## src/rtl/game_player.sv

```systemverilog
// game_player: autonomous script player for the game FSM.
// Replays a programmed script of 2-bit moves onto the game's dir input. It
// restarts the game through game_reset on any win, loss or error and keeps
// per-outcome counters for the session.
// Ports:
//   i_clk, i_reset (async, active-high)
//   i_start            begin a session (sampled in IDLE/DONE only)
//   i_prog_we/addr/data script write port (ignored while busy)
//   i_num_moves        session length, clamped to DEPTH
//   o_dir, o_game_reset registered drive to the game
//   i_result           game status: 00 playing, 01 win, 10 loss, 11 error
//   o_busy, o_done     session status
//   o_wins, o_losses, o_errors  saturating outcome counters
module game_player #(
  parameter int unsigned DEPTH      = 16,
  parameter int unsigned RST_CYCLES = 2,
  parameter int unsigned CW         = 8
) (
  input  logic                       i_clk,
  input  logic                       i_reset,
  input  logic                       i_start,
  input  logic                       i_prog_we,
  input  logic [$clog2(DEPTH)-1:0]   i_prog_addr,
  input  logic [1:0]                 i_prog_data,
  input  logic [$clog2(DEPTH):0]     i_num_moves,
  output logic [1:0]                 o_dir,
  output logic                       o_game_reset,
  input  logic [1:0]                 i_result,
  output logic                       o_busy,
  output logic                       o_done,
  output logic [CW-1:0]              o_wins,
  output logic [CW-1:0]              o_losses,
  output logic [CW-1:0]              o_errors
);

  localparam int unsigned AW  = $clog2(DEPTH);
  localparam int unsigned PW  = AW + 1;
  localparam int unsigned RCW = (RST_CYCLES > 1) ? $clog2(RST_CYCLES) : 1;

  localparam logic [PW-1:0]  DEPTH_P = PW'(DEPTH);
  localparam logic [RCW-1:0] RC_LAST = RCW'(RST_CYCLES - 1);
  localparam logic [CW-1:0]  CMAX    = '1;

  typedef enum logic [2:0] {
    S_IDLE,
    S_GRST,
    S_PLAY,
    S_DRAIN,
    S_DONE
  } state_t;

  logic [1:0]     r_mem [DEPTH];

  state_t         r_state, w_state_nx;
  logic [PW-1:0]  r_ptr, w_ptr_nx;
  logic [PW-1:0]  r_num, w_num_nx;
  logic [RCW-1:0] r_rst_cnt, w_rst_cnt_nx;
  logic [1:0]     r_dir, w_dir_nx;
  logic           r_game_reset, w_game_reset_nx;
  logic           r_busy, w_busy_nx;
  logic           r_done, w_done_nx;
  logic [CW-1:0]  r_wins, w_wins_nx;
  logic [CW-1:0]  r_losses, w_losses_nx;
  logic [CW-1:0]  r_errors, w_errors_nx;

  logic [PW-1:0]  w_ptr_inc;
  logic [PW-1:0]  w_num_clamp;

  function automatic logic [CW-1:0] sat_inc(input logic [CW-1:0] v);
    return (v == CMAX) ? v : v + CW'(1);
  endfunction

  // Script memory; frozen while a session is running
  always_ff @(posedge i_clk) begin
    if (i_prog_we && !r_busy) begin
      r_mem[i_prog_addr] <= i_prog_data;
    end
  end

  // State and output registers
  always_ff @(posedge i_clk or posedge i_reset) begin
    if (i_reset) begin
      r_state      <= S_IDLE;
      r_ptr        <= '0;
      r_num        <= '0;
      r_rst_cnt    <= '0;
      r_dir        <= 2'b00;
      r_game_reset <= 1'b1;
      r_busy       <= 1'b0;
      r_done       <= 1'b0;
      r_wins       <= '0;
      r_losses     <= '0;
      r_errors     <= '0;
    end else begin
      r_state      <= w_state_nx;
      r_ptr        <= w_ptr_nx;
      r_num        <= w_num_nx;
      r_rst_cnt    <= w_rst_cnt_nx;
      r_dir        <= w_dir_nx;
      r_game_reset <= w_game_reset_nx;
      r_busy       <= w_busy_nx;
      r_done       <= w_done_nx;
      r_wins       <= w_wins_nx;
      r_losses     <= w_losses_nx;
      r_errors     <= w_errors_nx;
    end
  end

  // Next-state and next-output logic
  always_comb begin
    w_state_nx   = r_state;
    w_ptr_nx     = r_ptr;
    w_num_nx     = r_num;
    w_rst_cnt_nx = r_rst_cnt;
    w_dir_nx     = r_dir;
    w_wins_nx    = r_wins;
    w_losses_nx  = r_losses;
    w_errors_nx  = r_errors;
    w_ptr_inc    = r_ptr + PW'(1);
    w_num_clamp  = (i_num_moves > DEPTH_P) ? DEPTH_P : i_num_moves;

    case (r_state)
      S_IDLE, S_DONE: begin
        if (i_start) begin
          w_num_nx     = w_num_clamp;
          w_ptr_nx     = '0;
          w_rst_cnt_nx = '0;
          w_wins_nx    = '0;
          w_losses_nx  = '0;
          w_errors_nx  = '0;
          w_state_nx   = (w_num_clamp == '0) ? S_DONE : S_GRST;
        end
      end
      S_GRST: begin
        if (r_rst_cnt == RC_LAST) begin
          w_state_nx = S_PLAY;
          w_dir_nx   = r_mem[r_ptr[AW-1:0]];
        end else begin
          w_rst_cnt_nx = r_rst_cnt + RCW'(1);
        end
      end
      S_PLAY: begin
        if (i_result == 2'b00) begin
          w_ptr_nx = w_ptr_inc;
          if (w_ptr_inc == r_num) begin
            w_state_nx = S_DRAIN;
          end else begin
            w_dir_nx = r_mem[w_ptr_inc[AW-1:0]];
          end
        end else begin
          // ptr stays put: the restart discards the move on dir, so it replays
          w_state_nx   = S_GRST;
          w_rst_cnt_nx = '0;
        end
      end
      S_DRAIN: begin
        w_state_nx = S_DONE;
      end
      default: begin
        w_state_nx = S_IDLE;
      end
    endcase

    // Outcome counting for any nonzero result seen while playing or draining
    if (r_state == S_PLAY || r_state == S_DRAIN) begin
      case (i_result)
        2'b01:   w_wins_nx   = sat_inc(r_wins);
        2'b10:   w_losses_nx = sat_inc(r_losses);
        2'b11:   w_errors_nx = sat_inc(r_errors);
        default: ;
      endcase
    end

    w_game_reset_nx = (w_state_nx == S_IDLE) || (w_state_nx == S_GRST) ||
                      (w_state_nx == S_DONE);
    w_busy_nx       = (w_state_nx == S_GRST) || (w_state_nx == S_PLAY) ||
                      (w_state_nx == S_DRAIN);
    w_done_nx       = (w_state_nx == S_DONE);
  end

  assign o_dir        = r_dir;
  assign o_game_reset = r_game_reset;
  assign o_busy       = r_busy;
  assign o_done       = r_done;
  assign o_wins       = r_wins;
  assign o_losses     = r_losses;
  assign o_errors     = r_errors;

endmodule
```

## config.mk

```make
export PLATFORM = sky130hd
export DESIGN_NAME = game_player
export DESIGN_NICKNAME = d
export VERILOG_FILES = /design/src/rtl/game_player.sv
export SDC_FILE = /design/constraint.sdc
export NUM_CORES = 1
export LEC_CHECK = 0
export CAP_MARGIN = 20
export CORE_ASPECT_RATIO = 1.5
export CORE_UTILIZATION = 60
export DETAILED_ROUTE_END_ITERATION = 7
export GPL_TIMING_DRIVEN = 0
export PLACE_DENSITY = 0.95
export SLEW_MARGIN = 5
export SYNTH_ARGS = -nofsm -noshare
export SYNTH_HDL_FRONTEND = slang
export SYNTH_SLANG_ARGS = --single-unit
```

## constraint.sdc

```tcl
create_clock -name i_clk -period 4.2 [get_ports i_clk]
set_input_delay 0.63 -clock i_clk [delete_from_list [all_inputs] [get_ports i_clk]]
set_output_delay 0.63 -clock i_clk [all_outputs]
set_load 0.1 [all_outputs]
```

==> results.cfg <==
[outcome]
status = finished, final reports clean

[global_routing]
antenna_found_initial = 0
grt_pass1_vias = 3160
overflow = 0
grt_usage_pct = 28.4
grt_max_degree = 23
grt_pass1_wl_um = 14300

[synthesis]
syn_area_per_cell_um2 = 10.9
synth_top_family_by_area = simple AND/OR/NAND/NOR gates
synthSimpleGateAreaFrac_pct = 19.2
synth_fa_ha_area_share_pct = 1.27
ys_types = 55
yosysTopAreaCell = dfrtp_1
synth.area.mux_share_pct = 8.96
syn-num-nets = 383
synth_edf_count = 32
synthCells = 362
async_flop_share_pct = 57.3
netlist_area_um2 = 3950
synth_top_area_share_pct = 26.6
ys_ff_latch = 75
yosysSeqAreaShare_pct = 51.6
synthXorXnorAreaFrac_pct = 2.85
synth-compound-area-share_pct = 13.7
yosysWarnings = 0
yosys-top-cells-area = dfrtp_1, edfxtp_1, o21ai_0
synthFlopType = dfrtp_1

[cts]
cts_setup_buffers = 0
cts_tree = yes
cts_sinks = 75
cts_made_buffers = 9
clkLatencyLatePin_ns = 0.35
postCtsHoldBufs = 0
cts_max_level = 3
clockBufferDepth = 2
cts-root-buf = clkbuf_8
ctsResizeCount = 0
path_clk_slew_ns = 0.08

[power_and_ir_drop]
switching_power_mw = 0.944
p_sw_share_pct = 39.2
p_clk_share_pct = 23.7
max-vdd-ir-drop_v = 0.000475
pwr_density_cell_nw_per_um2 = 510
p_leak_nw = 1.83
intPower_mw = 1.46
seq_power_share_pct = 38.6
p_comb_share_pct = 37.7

[detailed_routing]
drtPass1Iterations = 4
vias = 3182
drc = 0
drt_iter0_drc = 212
antenna_left = 0
viasPerCell = 6.39
drt-total-wl_um = 9030
wire_per_inst_um = 18.1

[final_layout]
final_cell_mix = clkdlybuf4s50_1, dfrtp_1, o21ai_0, nand2_1, edfxtp_1
num-nets-final = 440
n_fill_cell = 405
drive_above_1_share_pct = 8.73
final_common_cell = clkdlybuf4s50_1
syn2layout_area_growth_pct = 19.6
antennaDiodeCount = 0

[sta]
max-slew-margin-rel_pct = 33.8
hold_viol_final = 0
tns_ns = 0
tightest_slew_ns = 0.990
max_freq_mhz = 380
setup_viol = 0
post-route-min-period_ns = 2.63
period_share_pct = 62.7
fin_skew_ns = 0.0116
rsz0062_at_grt = no
hold_ws_ns = 0.517
maxSlewViolCount = 0

[worst_setup_path]
r2r_cells = 7
r2r_slack_ns = 1.77
path_buf_inv = 1
worstSetupEndpointType = primary output
crit_chain = clkdlybuf4s50_1
worst_r2r_endpoint = o_dir[0]
crit_start = o_errors[5]
cp_slowest_stage_delay_ns = 1.18
crit_type = reg -> out
cp-start-kind = flop
crit_fanout = 8
slowest_stage = clkdlybuf4s50_1
r2r-start = r_ptr[0]
crit_required_ns = 3.57
arrival_ns = 2.00
crit_family = buffers and inverters

[worst_hold_path]
worstHoldStart = o_errors[7]
hp-class = reg -> reg
hold_end = o_errors[7]
min_path_cells = 1

[floorplanning]
die_w_um = 68.3
core-area_um2 = 6260
die_area_um2 = 6920
row_count = 35
initial_core_util_pct = 63.1
die_y_um = 101
io_pins = 46

[placed_design]
gp_congestion = 0.974
port-buffer-count = 45
post-dp-hpwl_um = 6470

[run]
drv_cap = 0
-- worst reg2reg max path: stages, from the launching register on --
cell	delay (ns)
dfrtp_1	0.46
ha_1	0.40
clkbuf_1	0.43
mux4_2	0.39
mux2i_1	0.23
nor3_1	0.08
a221oi_1	0.21
a31oi_1	0.11
-- sequential cells by signal, summed over array words and instances (netlist names) --
name          count
o_busy            1
o_dir             2
o_done            1
o_errors          8
o_game_reset      1
o_losses          8
o_wins            8
r_mem            32
r_num             5
r_ptr             5
r_rst_cnt         1
r_state           3
-- power groups by stage --
stage               clock, mW  sequential (mW)  combinational (mW)
finish                  0.572            0.930               0.907
global route            0.605            0.940               0.969
CTS                     0.575            0.930               0.902
detailed placement          0            0.943               0.895
global placement            0            0.938               0.865
floorplan                   0             1.20               0.414
-- cell usage after synthesis, drive strengths merged, types with 2 or more instances --
master and n:
inv 8, dfrtp 42, and3 8, a311oi 2
o211a 2, a41oi 3, buf 4, a2111oi 3
mux2 3, nor4 2, xor2 3, nand2b 16
ha 4, or3b 3, nand3b 2, nor3 9
xnor2 5, and2 6, mux2i 8, nand4bb 2
edfxtp 32, nor2b 8, a21o 4, o31ai 9
a31oi 6, nand4b 2, nand3 14, clkbuf 12
nand2 32, o21ai 39, nor2 29, a21oi 7
mux4 10, nand4 5, a211oi 2
-- layer usage --
metal / wire length, µm / global-route usage, % / vias up
li1: - / - / 1479
met1: 3380 / 29.5 / 1569
met2: 5040 / 50.7 / 99
met3: 320 / 5.86 / 35
met4: 289 / 16.5 / 0
met5: 0 / 0 / -
-- stage by stage --
step	std cells	setup WS [ns]	utilization, %	instance area, µm²	power (mW)
6_report	498	1.57	75.5	4730	2.41
5_1_grt	498	1.50	75.5	4730	2.51
4_1_cts	498	1.56	75.5	4730	2.41
3_5_place_dp	482	1.52	72.2	4520	1.84
3_3_place_gp	481	1.56	71.8	4500	1.80
2_1_floorplan	362	1.83	-	3950	1.61
-- cells by family (layout without fill, tap and decap cells) --
kind of cell,Yosys count,count (layout)
AO/OA/AOI/OAI,85,85
flip-flops,75,75
adder cells (fa/ha/maj),4,4
buffers and inverters,24,86
AND/OR/NAND/NOR,144,144
XOR/XNOR,9,9
multiplexers,21,21
-- layout make-up --
class | count | area, µm² | area share, %
buffer | 16 | 67.6 | 1.43
clock buffer | 12 | 156 | 3.31
clock inverter | 4 | 46.3 | 0.979
inverter | 8 | 30.0 | 0.635
multi-input combinational | 263 | 1820 | 38.5
sequential | 75 | 2040 | 43.1
tap | 74 | 92.6 | 1.96
timing repair buffer | 46 | 478 | 10.1
-- worst max-delay path by stage --
stage,end,slack (ns),depth (start not counted)
floorplan,o_wins[3],1.83,6
global placement,o_wins[3],1.56,7
detailed placement,o_wins[3],1.52,7
CTS,o_errors[5],1.56,1
global route,o_errors[5],1.50,1
finish,o_errors[5],1.57,1
Note: power is estimated with default switching activity, not from simulation.
